<file path="config.mk">
export PLATFORM = sky130hd
export DESIGN_NAME = data_mem_unit
export DESIGN_NICKNAME = d
export VERILOG_FILES = /design/src/rtl/cpu_mem_pkg.sv /design/src/rtl/dmem_ram.sv /design/src/rtl/data_mem_unit.sv
export SDC_FILE = /design/constraint.sdc
export NUM_CORES = 2
export LEC_CHECK = 0
export BUFFER_PORTS_ARGS = -buffer_cell sky130_fd_sc_hd__clkbuf_2
export CORE_MARGIN = 1
export CORE_UTILIZATION = 40
export CTS_BUF_LIST = sky130_fd_sc_hd__clkbuf_8 sky130_fd_sc_hd__clkbuf_16
export CTS_CLUSTER_SIZE = 28
export DETAILED_ROUTE_END_ITERATION = 7
export HOLD_SLACK_MARGIN = 0.05
export PLACE_DENSITY = 0.63
export RECOVER_POWER = 25
export REMOVE_ABC_BUFFERS = 1
export SETUP_SLACK_MARGIN = 0.02
export SYNTH_ARGS = -nofsm -noshare
export SYNTH_HDL_FRONTEND = slang
export SYNTH_SLANG_ARGS = --single-unit
</file>
<file path="constraint.sdc">
create_clock -name clk -period 6.5 [get_ports clk]
set_input_delay 1.3 -clock clk [delete_from_list [all_inputs] [get_ports clk]]
set_output_delay 1.3 -clock clk [all_outputs]
set_load 0.05 [all_outputs]
</file>
<file path="src/rtl/cpu_mem_pkg.sv">
// cpu_mem_pkg: shared widths, state and lane encodings for the data-memory unit
package cpu_mem_pkg;
    localparam int WORD_W = 16;
    localparam int BYTE_W = 8;
    typedef enum logic {IDLE, SPLIT} dmem_state_t;
    typedef enum logic [1:0] {FMT_WORD, FMT_HI, FMT_LO, FMT_SPLIT} dmem_fmt_t;
    localparam logic [1:0] HI_LANE = 2'b10;
    localparam logic [1:0] LO_LANE = 2'b01;
endpackage

</file>
<file path="src/rtl/dmem_ram.sv">
// dmem_ram: single-port DEPTH_WORDS x 16 RAM, per-byte write enables, synchronous read-old-data
module dmem_ram
    import cpu_mem_pkg::*;
#(
    parameter int DEPTH_WORDS = 256
) (
    input  logic                           clk,
    input  logic                           i_en,
    input  logic [1:0]                     i_we,
    input  logic [$clog2(DEPTH_WORDS)-1:0] i_addr,
    input  logic [WORD_W-1:0]              i_d,
    output logic [WORD_W-1:0]              o_q
);
    logic [WORD_W-1:0] r_mem [DEPTH_WORDS];

    // byte-lane writes; the read port returns the row as it was before this edge
    always_ff @(posedge clk) begin
        if (i_en) begin
            if (i_we[1]) r_mem[i_addr][15:8] <= i_d[15:8];
            if (i_we[0]) r_mem[i_addr][7:0] <= i_d[7:0];
            o_q <= r_mem[i_addr];
        end
    end
endmodule

</file>
<file path="src/rtl/data_mem_unit.sv">
// data_mem_unit: big-endian lw/sw/lbu/sb responder; misaligned words split over two cycles,
// or trapped via align_err when DMEM_ALIGN_TRAP_EN is defined
module data_mem_unit
    import cpu_mem_pkg::*;
#(
    parameter int DEPTH_WORDS = 256,
    parameter int ADDR_W      = 16
) (
    input  logic              clk,
    input  logic              reset,
    input  logic              mem_read,
    input  logic              mem_write,
    input  logic              byte_en,
    input  logic [ADDR_W-1:0] addr,
    input  logic [WORD_W-1:0] wdata,
    output logic [WORD_W-1:0] rdata,
    output logic              rvalid,
    output logic              stall,
    output logic              align_err
);
    localparam int RW = $clog2(DEPTH_WORDS);

    dmem_state_t       r_state, w_next;
    dmem_fmt_t         r_fmt, w_fmt;
    logic              r_split_wr, r_rvalid;
    logic [BYTE_W-1:0] r_hold;
    logic [WORD_W-1:0] r_rdata, w_rdata, w_q, w_d;
    logic              w_en, w_ld, w_stall, w_trap;
    logic [1:0]        w_we;
    logic [RW-1:0]     w_row, w_ra;
    logic              w_unused;

    assign w_row    = addr[RW:1];
    assign w_unused = ^addr[ADDR_W-1:RW+1];

    // decode the request into one RAM access, stall and next state; writes win over reads
    always_comb begin
        w_en    = 1'b0;
        w_we    = 2'b00;
        w_d     = wdata;
        w_ra    = w_row;
        w_stall = 1'b0;
        w_ld    = 1'b0;
        w_fmt   = FMT_WORD;
        w_trap  = 1'b0;
        w_next  = IDLE;
        if (!reset) begin
            w_next = IDLE;
`ifndef DMEM_ALIGN_TRAP_EN
        end else if (r_state == SPLIT) begin
            w_en  = 1'b1;
            w_ra  = w_row + 1'b1;
            w_we  = r_split_wr ? HI_LANE : 2'b00;
            w_d   = {2{wdata[7:0]}};
            w_ld  = ~r_split_wr;
            w_fmt = FMT_SPLIT;
`endif
        end else if (mem_read || mem_write) begin
            if (byte_en) begin
                w_en  = 1'b1;
                w_we  = mem_write ? (addr[0] ? LO_LANE : HI_LANE) : 2'b00;
                w_d   = {2{wdata[7:0]}};
                w_ld  = ~mem_write;
                w_fmt = addr[0] ? FMT_LO : FMT_HI;
            end else if (!addr[0]) begin
                w_en = 1'b1;
                w_we = mem_write ? 2'b11 : 2'b00;
                w_ld = ~mem_write;
            end else begin
`ifdef DMEM_ALIGN_TRAP_EN
                w_trap = 1'b1;
`else
                w_en    = 1'b1;
                w_we    = mem_write ? LO_LANE : 2'b00;
                w_d     = {2{wdata[15:8]}};
                w_stall = 1'b1;
                w_next  = SPLIT;
`endif
            end
        end
    end

    // load data comes straight from the RAM output on the rvalid cycle, otherwise the last result
    assign w_rdata = !r_rvalid ? r_rdata :
                     r_fmt == FMT_SPLIT ? {r_hold, w_q[15:8]} :
                     r_fmt == FMT_HI ? {8'h00, w_q[15:8]} :
                     r_fmt == FMT_LO ? {8'h00, w_q[7:0]} : w_q;

    // state, load bookkeeping and the high byte of a split load
    always_ff @(posedge clk) begin
        if (!reset) begin
            r_state    <= IDLE;
            r_rvalid   <= 1'b0;
            r_rdata    <= '0;
            r_hold     <= '0;
            r_split_wr <= 1'b0;
            r_fmt      <= FMT_WORD;
        end else begin
            r_state  <= w_next;
            r_rvalid <= w_ld;
            r_rdata  <= w_rdata;
            if (w_next == SPLIT) r_split_wr <= mem_write;
            if (r_state == SPLIT) r_hold <= w_q[7:0];
            if (w_ld) r_fmt <= w_fmt;
        end
    end

`ifdef DMEM_ALIGN_TRAP_EN
    logic r_align_err;
    // one-cycle trap pulse after a rejected misaligned word access
    always_ff @(posedge clk) begin
        if (!reset) r_align_err <= 1'b0;
        else r_align_err <= w_trap;
    end
    assign align_err = r_align_err;
`else
    assign align_err = 1'b0 & w_trap;
`endif

    assign rdata  = w_rdata;
    assign rvalid = r_rvalid;
    assign stall  = w_stall;

    dmem_ram #(.DEPTH_WORDS(DEPTH_WORDS)) u_ram (
        .clk   (clk),
        .i_en  (w_en),
        .i_we  (w_we),
        .i_addr(w_ra),
        .i_d   (w_d),
        .o_q   (w_q)
    );
endmodule

</file>
# [Yosys cells after proc, flatten, opt, wreduce, memory -nomap -nowiden]
# Memory sizes are Yosys's and may differ from the RTL's. A register that Yosys moved wholly into a read port is not among the register bits.
# Index checks and enable logic that the tools add are counted.
[totals] reg_bits=29 mem_bits_rw=4096 in_bits=37 out_inout_bits=19 elab_cells=58 mem_count=1
[op_classes] add_sub_neg=1 n_eq_ne=3 mux=44 n_bitwise=2 n_reduce_logical=1
[mem_list] name="u_ram.r_mem" words=256 word_bits=16 rd=1 rd_ports_with_merged_regs=1 write_ports=1 line="dmem_ram.sv:14" text="logic [WORD_W-1:0] r_mem [DEPTH_WORDS];"
[ops] operator="2-to-1 mux 16 bit" n=8
[ops] operator="2-to-1 mux 2 bit" n=13
[ops] operator="2-to-1 mux 8 bit" n=3
[ops] operator="2-to-1 mux 1 bit" n=20
[ops] operator="adder 8 x 1 -> 8 bit, second input constant" n=1
[ops] operator="== test 2 bit, second input constant" n=2
[ops] operator="== test 2 x 1 -> 1 bit, second input constant" n=1
[ops] operator="NOT 1 bit" n=2
[ops] operator="logical OR 1 bit" n=1

# [Longest topological paths before layout]
[logic_depth] depth_word=9 ltp_mapped=13 ltp_nobuf=8

# [Hierarchy]
# Synthesis repeated with hierarchy kept, for this count alone.
[hier_totals] hier_cells=7233 hier_area_um2=158607.1
[modules_own_cells] mod="dmem_ram" instances=1 cells_per_inst=7036 area_per_inst_um2=156854.2 seq_area_each_um2=123478.4
[modules_own_cells] mod="data_mem_unit" instances=1 cells_per_inst=197 area_per_inst_um2=1752.9 seq_area_each_um2=580.6

# [Least setup slack after synthesis]
# OpenSTA, ideal clock, no wires.
[synth_timing] path_kind="input-to-reg" startpoint="input reset" endpoint="memory u_ram.r_mem[0][0], data pin" setup_ns=0.556 t_arrival_ns=5.435 t_required_ns=5.944 path_slack_ns=0.510 path_stages=5 n_path_buf=2 cell_sequence="buf_6 > clkbuf_1 > o21ai_0 > nor3_1 > mux2_2"
[synth_between] elab_chain_len=1
[synth_lines] item="start: declaration" line="data_mem_unit.sv:10" text="input logic reset,"
[synth_lines] item="2-to-1 mux 16 bit" line="data_mem_unit.sv:47" text="if (!reset) begin"
[synth_lines] item="via u_ram.i_d[0]" line="dmem_ram.sv:11" text="input logic [WORD_W-1:0] i_d,"
[synth_lines] item="end: declaration" line="dmem_ram.sv:14"
# The timed path passes the listed nets, and every way through them passes these cells.

# [Final worst setup path]
[layout_timing] startpoint="input reset" endpoint="memory u_ram.r_mem[52][3], data pin"
# Same word-level chain as after synthesis.

==> impl_metrics.csv <==
group,metric,value,unit
outcome,status,"finished, violations left",
outcome,violations,"capacitance limit, slew limit",
clock_tree,clock_tree.root_cell,"clkbuf_16",
global_routing,grtUsageMet2,33.4,%
clock_tree,htree_num_levels,5,
critical_path,r2r-start,"r_state",
floorplanning,start_util,40.2,%
drt,drt_wl_total,410,mm
timing,drv_slew,1070,
timing,rsz0062_at_grt,"false",
critical_path,cp-end-kind,"register",
global_routing,track_usage,20.3,%
yosys,syn-cell-area,154000,um2
global_routing,grt_max_degree,165,
clock_tree,ctsResizeCount,0,
placement,hpwl,240,mm
yosys,synth_area_leaders,"edfxtp_1, a22oi_1, a21oi_1",
floorplanning,die-width,623,um
power,p_leak,0.0518,uW
power,vdd_ir_drop_max,0.000214,V
placement,routabilityCongestion,0.866,
clock_tree,cts_buffers,389,
clock_tree,path_clk_slew,0.06,ns
yosys,postSynth.asyncResetShare,0,%
yosys,yosysTopAreaCellShare,80.2,%
placement,io_buffer_count,47,
global_routing,grt_pass1_vias,84695,
drt,drcViolationCount,0,
timing,max_freq,172,MHz
global_routing,use_met3,3.43,%
clock_tree,worstSkewPairLatency,0.91,ns
clock_tree,hold_buffers,0,
cells_and_area,drive_gt1_share,11.0,%
critical_path,crit_path_start_kind,"primary input",
timing,finalHoldViolations,0,
timing,fin_crit_sh,89.6,%
yosys,synth_edf_count,4112,
timing,tightest_slew,2.35,ns
yosys,ys_ff_latch,4141,
cells_and_area,fin_nets,9136,
hold_path,hold_depth,2,
timing,relSlewSlack,-56.4,%
critical_path,setup.worst_path.class,"in -> reg",
critical_path,required,7.08,ns
global_routing,antenna_found_initial,21,
clock_tree,clock-sinks,4141,
yosys,synth.yosys.seq_area_share,80.5,%
timing,tns,0,ns
yosys,syn_inst,8999,
cells_and_area,syn2layout_area_growth,13.0,%
floorplanning,design.die.area,388000,um2
clock_tree,clk_path_buf_depth,4,
drt,drtAntennaViolNets,0,
floorplanning,rows,227,
placement,post_dp_cell_area,162000,um2
power,total_power,55100,uW
timing,fin_crit,5.83,ns
timing,setup_viol,0,
global_routing,grt_pass1_wl,586,mm
drt,dr_total_vias,87194,
timing,hold_ws,0.503,ns
global_routing,busiest_layer,"met2",
drt,drtIter0Drc,11435,
drt,via_per_inst,6.02,
cells_and_area,final_area,174000,um2
critical_path,endpoint,"u_ram.r_mem[52][3]",
power,p_per_area,316,nW/um2
critical_path,reg2reg_depth,4,
hold_path,hold_path_class,"reg -> reg",
global_routing,gr-total-overflow,0,
critical_path,ff2ff_setup_slack,1.04,ns
yosys,synth_cell_types,43,
critical_path,arrival,6.41,ns
floorplanning,ios,56,
yosys,synth_largest_area_cell,"edfxtp_1",
clock_tree,postCtsSetupRepairBufs,0,
critical_path,cp_max_fo,85,
yosys,synthFlopType,"edfxtp_1",
yosys,syn-mean-instance-area,17.1,um2
floorplanning,coreArea,383000,um2
clock_tree,cts_tree,"yes",
critical_path,startpoint,"reset",
timing,fin_skew,0.0341,ns
flow_run,max-cap-violations,12,
critical_path,r2r_end,"u_ram.r_mem[176][12]",
global_routing,use_met1,27.2,%
drt,drtPass1Iterations,6,
floorplanning,die_y,623,um
cells_and_area,post-route-util,45.5,%
yosys,ys_warn_count,0,
drt,wl_per_cell,28.3,um
## metal layers
layer | vias to the layer above | share of wire [%]
li1 | 37436 | -
met5 | - | 0.011
met4 | 6 | 4.1
met1 | 44482 | 39
met3 | 701 | 8.8
met2 | 4569 | 48
## flip-flops by register name, indices dropped and copies added, names as in the netlist
name	cells
u_ram.r_mem	4096
r_rdata	16
u_ram.o_q	16
r_hold	8
r_fmt	2
rvalid	1
r_split_wr	1
r_state	1
## cells in the mapped netlist, types with 17 or more instances
| cell | instances |
|---|---|
| a22oi_1 | 2022 |
| buf_2 | 123 |
| dfxtp_1 | 29 |
| clkbuf_1 | 500 |
| a22oi_2 | 35 |
| nand2_1 | 58 |
| nor2_1 | 566 |
| edfxtp_1 | 4112 |
| a21oi_1 | 1042 |
| mux2i_1 | 17 |
| a41oi_1 | 64 |
| buf_6 | 28 |
| and2_1 | 18 |
| buf_1 | 33 |
| o41ai_1 | 248 |
## critical path, stage by stage
cell	delay [ns]
clkbuf_1	0.59
clkbuf_1	0.62
o21ai_0	0.28
nor3_2	0.15
clkbuf_1	0.61
mux2_2	1.71
clkbuf_2	0.86
## how the worst min path moves through the flow
stage | start | end
6_report | r_hold[6] | r_hold[6]
5_1_grt | r_hold[2] | r_hold[2]
4_1_cts | r_hold[6] | r_hold[6]
3_5_place_dp | r_hold[6] | r_hold[6]
3_3_place_gp | r_hold[0] | r_hold[0]
2_1_floorplan | r_hold[0] | r_hold[0]
## cell type report
cell class                      instances  area [um2]
Sequential cell                      4141      124000
Inverter                                5        18.8
Clock buffer                          398        9960
Clock inverter                        308        2610
Timing Repair Buffer                  399        3740
Multi-Input combinational cell       4162       27300
Tap cell                             5038        6300
Antenna cell                           26        65.1
Fill cell                           32004      209000
## where the power goes
group          total, uW  switching [uW]  internal, uW
sequential         29600            36.7         29600
clock              22400            9590         12800
combinational       2980            2250           724
## cells in the final DEF (no fill, tap or decap), types with 71 or more instances in the layout
master / n
clkinv_1: 82
nor2_1: 562
buf_12: 71
a21oi_1: 1042
inv_1: 84
buf_4: 272
edfxtp_1: 4112
o41ai_1: 248
clkbuf_16: 398
a22oi_1: 2022
## cell families (layout without fill, tap and decap cells)
family          Yosys count  in the layout  synth area share [%]
other cells               1             27               0.00243
xor+xnor                 10             10                0.0569
compound gates         3437           3437                  15.5
simple gates            679            679                  1.75
fa+ha+maj                 1              1               0.00812
buf+inv                 696           1110                  1.95
mux                      34             34                 0.237
flops                  4141           4141                  80.5
## stage by stage
stage,cells,setup WS (ns)
after floorplan,8308,-57.28
after global placement,13745,0.536
after detailed placement,13745,0.414
after CTS,14451,1.35
after global routing,14468,0.593
final,14477,0.675
No activity file was read; power rests on OpenSTA's default activity.
